$ cat src/rtl/maq_alarma_multicanal.sv
// Multichannel alarm controller: per-channel persistence filters feeding an
// alert/alarm/acknowledge FSM, with latched LEDs and 7-segment status digits.
//
// state      | meaning
// REPOSO     | no filtered channel active
// ALERTA     | exactly one channel active, not yet acknowledged
// ALARMA     | two or more channels seen, buzzer on
// RECONOCIDA | operator acknowledged, buzzer silenced
module maq_alarma_multicanal #(
  parameter int N_CH    = 4,
  parameter int DEB_CYC = 16
) (
  input  logic                        CLK_clk_i,
  input  logic                        RST_rst_n_i,
  input  logic [N_CH-1:0]             Sensor_i,
  input  logic                        Ack_i,
  output logic [6:0]                  variableestado_o,
  output logic [6:0]                  variablealerta_o,
  output logic [N_CH-1:0]             Led_o,
  output logic                        Alarma_o,
  output logic [$clog2(N_CH+1)-1:0]   Activos_o
);

  localparam int CW = $clog2(DEB_CYC);
  localparam int AW = $clog2(N_CH+1);
  localparam logic [CW-1:0] TC = CW'(DEB_CYC - 1);

  localparam logic [1:0] REPOSO     = 2'd0;
  localparam logic [1:0] ALERTA     = 2'd1;
  localparam logic [1:0] ALARMA     = 2'd2;
  localparam logic [1:0] RECONOCIDA = 2'd3;

  logic [CW-1:0]   cnt_q [N_CH];
  logic [CW-1:0]   cnt_d [N_CH];
  logic [N_CH-1:0] filt_q, filt_d;
  logic [N_CH-1:0] led_q, led_d;
  logic [N_CH-1:0] rise;
  logic            r_q, r_d;
  logic            ack_q, ack_d;
  logic [1:0]      state_q, state_d;
  logic [AW-1:0]   c;

  function automatic logic [6:0] seg7(input logic [3:0] d);
    case (d)
      4'd0:    seg7 = 7'b1000000;
      4'd1:    seg7 = 7'b1111001;
      4'd2:    seg7 = 7'b0100100;
      4'd3:    seg7 = 7'b0110000;
      4'd4:    seg7 = 7'b0011001;
      4'd5:    seg7 = 7'b0010010;
      4'd6:    seg7 = 7'b0000010;
      4'd7:    seg7 = 7'b1111000;
      4'd8:    seg7 = 7'b0000000;
      4'd9:    seg7 = 7'b0010000;
      default: seg7 = 7'b1111111;
    endcase
  endfunction

  always_comb begin
    filt_d = filt_q;
    for (int i = 0; i < N_CH; i++) begin
      cnt_d[i] = '0;
      if (Sensor_i[i] != filt_q[i]) begin
        if (cnt_q[i] == TC) filt_d[i] = ~filt_q[i];
        else                cnt_d[i] = cnt_q[i] + 1'b1;
      end
    end
    rise  = filt_d & ~filt_q;
    r_d   = |rise;
    ack_d = Ack_i;
    // A new rise wins over an acknowledge that would clear the same LED
    led_d = rise | (led_q & ~({N_CH{Ack_i}} & ~filt_q));
  end

  always_comb begin
    c = '0;
    for (int i = 0; i < N_CH; i++) c = c + AW'(filt_q[i]);
  end

  // Ack is taken from the same registered view as r, so an acknowledge
  // arriving together with a filter rise is overridden by that rise.
  always_comb begin
    state_d = state_q;
    case (state_q)
      REPOSO: begin
        if (c == AW'(1))      state_d = ALERTA;
        else if (c >= AW'(2)) state_d = ALARMA;
      end
      ALERTA: begin
        if (c == '0)              state_d = REPOSO;
        else if (c >= AW'(2))     state_d = ALARMA;
        else if (ack_q && !r_q)   state_d = RECONOCIDA;
      end
      ALARMA: begin
        if (c == '0)              state_d = REPOSO;
        else if (ack_q && !r_q)   state_d = RECONOCIDA;
      end
      default: begin
        if (c == '0)   state_d = REPOSO;
        else if (r_q)  state_d = ALARMA;
      end
    endcase
  end

  always_ff @(posedge CLK_clk_i or negedge RST_rst_n_i) begin
    if (!RST_rst_n_i) begin
      for (int i = 0; i < N_CH; i++) cnt_q[i] <= '0;
      filt_q  <= '0;
      led_q   <= '0;
      r_q     <= 1'b0;
      ack_q   <= 1'b0;
      state_q <= REPOSO;
    end else begin
      for (int i = 0; i < N_CH; i++) cnt_q[i] <= cnt_d[i];
      filt_q  <= filt_d;
      led_q   <= led_d;
      r_q     <= r_d;
      ack_q   <= ack_d;
      state_q <= state_d;
    end
  end

  assign Led_o            = led_q;
  assign Alarma_o         = (state_q == ALARMA);
  assign Activos_o        = c;
  assign variableestado_o = seg7({2'b00, state_q});
  assign variablealerta_o = seg7(4'(c));

endmodule

$ cat config.mk
export PLATFORM = sky130hd
export DESIGN_NAME = maq_alarma_multicanal
export DESIGN_NICKNAME = d
export VERILOG_FILES = /design/src/rtl/maq_alarma_multicanal.sv
export SDC_FILE = /design/constraint.sdc
export NUM_CORES = 1
export LEC_CHECK = 0
export CELL_PAD_IN_SITES_DETAIL_PLACEMENT = 1
export CELL_PAD_IN_SITES_GLOBAL_PLACEMENT = 1
export CORE_MARGIN = 4
export CORE_UTILIZATION = 43
export DETAILED_ROUTE_END_ITERATION = 7
export MAX_ROUTING_LAYER = met4
export PLACE_DENSITY = 0.82
export SYNTH_ARGS = -nofsm -noshare
export SYNTH_HDL_FRONTEND = slang
export SYNTH_SLANG_ARGS = --single-unit
$ cat constraint.sdc
create_clock -name CLK_clk_i -period 4.73 [get_ports CLK_clk_i]
set_input_delay 0.946 -clock CLK_clk_i [delete_from_list [all_inputs] [get_ports CLK_clk_i]]
set_output_delay 0.946 -clock CLK_clk_i [all_outputs]
set_load 0.05 [all_outputs]
==> run metrics <==
antenna cells 0; Final min period between 4 and 5 ns; Post-CTS Hold Buffers 0; CP max FO 5; Chip Height between 60 and 70 µm; share of layout cells above drive strength 1 0.0568; drt total wl ~3600 µm; vias in the first global route 1,293; Nets about 200; R2R Setup Slk slightly below 2 ns; Initial Util 0.451; CP required between 3 and 4 ns; IO Count 29; pin count of the biggest net entering global routing 29; post-synthesis cell count around 150; number of max-cap violations 0; die span in x ~68 µm; fin cells between 200 and 250; clock-pin transition on the worst setup and hold timing paths approximately 0.15 ns; final RePlAce weighted congestion between 0.8 and 0.9; Rows 21; WS Path Type register to primary output; Synth area leader dfrtp_1; number of remaining DRC errors 0; CP cell instances inv_1 -> fa_1 -> inv_1 -> ha_1 -> inv_1 -> ha_1 -> inv_1 -> ha_1 -> nor2b_1 -> a21oi_1 -> clkdlybuf4s50_1; syn_area_per_cell a little over 10 µm²; YS warnings 0; #FFs+latches synth 28; first-pass GRT wire length 6030 µm; RR Startpoint filt_q[1]; final hold slack 0.533 ns; later-pin clock latency in the skew report approximately 0.34 ns; detailed-placement wirelength estimate ~2800 µm; status complete, no violations; Placed Area 1830 µm²; DR vias around 1,200; Routed Antenna Nets 0; Worst path max stage delay around 0.81 ns; grt total ovfl 0; H-tree Lvls 1; count of final hold-check violations 0; Num CTS Buffers 3; DRT iter0 DRCs 31; Peak VDD IR 0.148 mV; RSZ-0062 raised after global routing no; Final WS setup 0.339 ns; final setup fails 0; die area 4580 µm²; Post-Syn Nets 170; CTS Root Cell clkbuf_4; synthesis-to-layout area growth 22.9%; CTS max path bufs 2; Netlist cell types 36; TNS Setup 0 ns; crit start category register; crit path DAT 3.45 ns; kind of end point of the critical path primary output; Core Footprint roughly 3400 µm²; Bufs and invs on worst path 5; Register-to-Register Path Depth 11; most frequent CP cell inv_1; Worst path top cell family by delay adder cells; CTS Sinks 28; leakage power approximately 0.85 nW; Max Slew Vio Count 0; Final Cycle Share 0.928; dpl ws between 0.7 and 0.8 ns; number of cells on the critical path 11; drt pass-1 iters 4; Pwr per Cell Area slightly above 300 nW/µm²; mapped cell area about 1500 µm²; initial antenna violation count 0; Slowest cell on crit path clkdlybuf4s50_1; wire length per cell about 16 µm; R2R Path End state_q[1]; Seq/Total Area, Yosys 0.458; post-CTS sizing 0; Tot GR Track Use 0.181; filler instances ~380; CP Launch Point filt_q[1]; area share of the largest cell type after synthesis 0.458; Area contributors post-synth dfrtp_1, ha_1, o21ai_0, xnor2_1, inv_1; Slew headroom 0.658; Worst Max-Slew Pin Slew between 0.5 and 0.6 ns; number of buffers added on ports 27; Final Instance Area between 1500 and 2000 µm²; Clock Skew 0.00672 ns; Critical Path Sink variablealerta_o[5]; Via density around 5.3; Core Util, Final 0.555; maximum clock frequency roughly 230 MHz; worst hold path type register to register; placed insts around 220; post-CTS setup buffer count 0; Total Power about 0.6 mW; TritonCTS clock tree yes
synthesized netlist by cell type:
| master | instances |
|---|---|
| dfrtp_1 | 28 |
| inv_1 | 18 |
| o21ai_0 | 15 |
| ha_1 | 13 |
| xnor2_1 | 8 |
| a21oi_1 | 7 |
| nor2_1 | 7 |
| nor2b_1 | 7 |
| nand2b_1 | 5 |
| and3_1 | 3 |
| buf_4 | 3 |
| nand4b_1 | 3 |
| nor3_1 | 3 |
| mux2_2 | 2 |
| nand2_1 | 2 |
| nand3_1 | 2 |
| nand4_1 | 2 |
| nor3b_1 | 2 |
| or3_1 | 2 |
| a211o_1 | 1 |
| a21o_1 | 1 |
| a22oi_2 | 1 |
| a311oi_1 | 1 |
| a31o_2 | 1 |
| a31oi_1 | 1 |
| and4b_2 | 1 |
| buf_6 | 1 |
| clkbuf_1 | 1 |
| conb_1 | 1 |
| fa_1 | 1 |
| mux2i_1 | 1 |
| nand4bb_1 | 1 |
| o211ai_1 | 1 |
| o221ai_1 | 1 |
| o22a_1 | 1 |
| o22ai_1 | 1 |
area by class of cell:
type,count,area (µm²),share of cell area
clock buffer,3,22.5,0.0120
tap,46,57.6,0.0306
sequential,28,701,0.373
clock inverter,1,30.0,0.0160
inverter,18,67.6,0.0359
multi-input combinational,98,724,0.385
timing repair buffer,28,278,0.148
state kept, by name (all words and copies together) (netlist names):
signal	cells
state_q	2
cnt_q	16
filt_q	4
Led_o	4
r_q	1
ack_q	1
layout by cell type, fill, tap and decap left out, drive strengths merged, types with 5 or more instances in the layout:
cell type	instances
ha	13
dfrtp	28
nor2	7
nor2b	7
nand2b	5
o21ai	15
a21oi	7
xnor2	8
clkdlybuf4s50	27
inv	18
report_power, final:
| part | switching (mW) | internal, mW | total [mW] | leakage, nW |
|---|---|---|---|---|
| Sequential | 0.0217 | 0.255 | 0.277 | 0.357 |
| Clock | 0.0728 | 0.0858 | 0.159 | 0.0279 |
| Combinational | 0.0942 | 0.0544 | 0.149 | 0.470 |
| Total | 0.189 | 0.395 | 0.584 | 0.855 |
metal layers:
metal / share of wire / global-route usage / vias up
met1: 0.39 / 0.194 / 587
li1: - / - / 559
met4: 0.024 / 0.0810 / 0
met5: 0 / - / -
met2: 0.55 / 0.327 / 24
met3: 0.039 / 0.0283 / 9
logic make-up (layout without fill, tap and decap cells):
group / count (synthesis) / after routing / synth area share
AOI/OAI and AO/OA: 32 / 32 / 0.127
muxes: 3 / 3 / 0.0213
xor gates and xnor gates: 8 / 8 / 0.0458
other: 1 / 1 / 0.00245
DFF: 28 / 28 / 0.458
buffers and inverters: 23 / 50 / 0.0687
adders and majority gates: 14 / 14 / 0.119
and+or+nand+nor: 40 / 40 / 0.158
worst min-delay path by stage:
stage,from,endpoint,cells past startpoint
3_3_place_gp,cnt_q[4],cnt_q[4],1
4_1_cts,cnt_q[11],cnt_q[11],1
5_1_grt,cnt_q[4],cnt_q[4],1
3_5_place_dp,cnt_q[0],cnt_q[0],1
6_report,cnt_q[4],cnt_q[4],1
2_1_floorplan,cnt_q[4],cnt_q[4],1
Note: power is estimated with default switching activity, not from simulation.
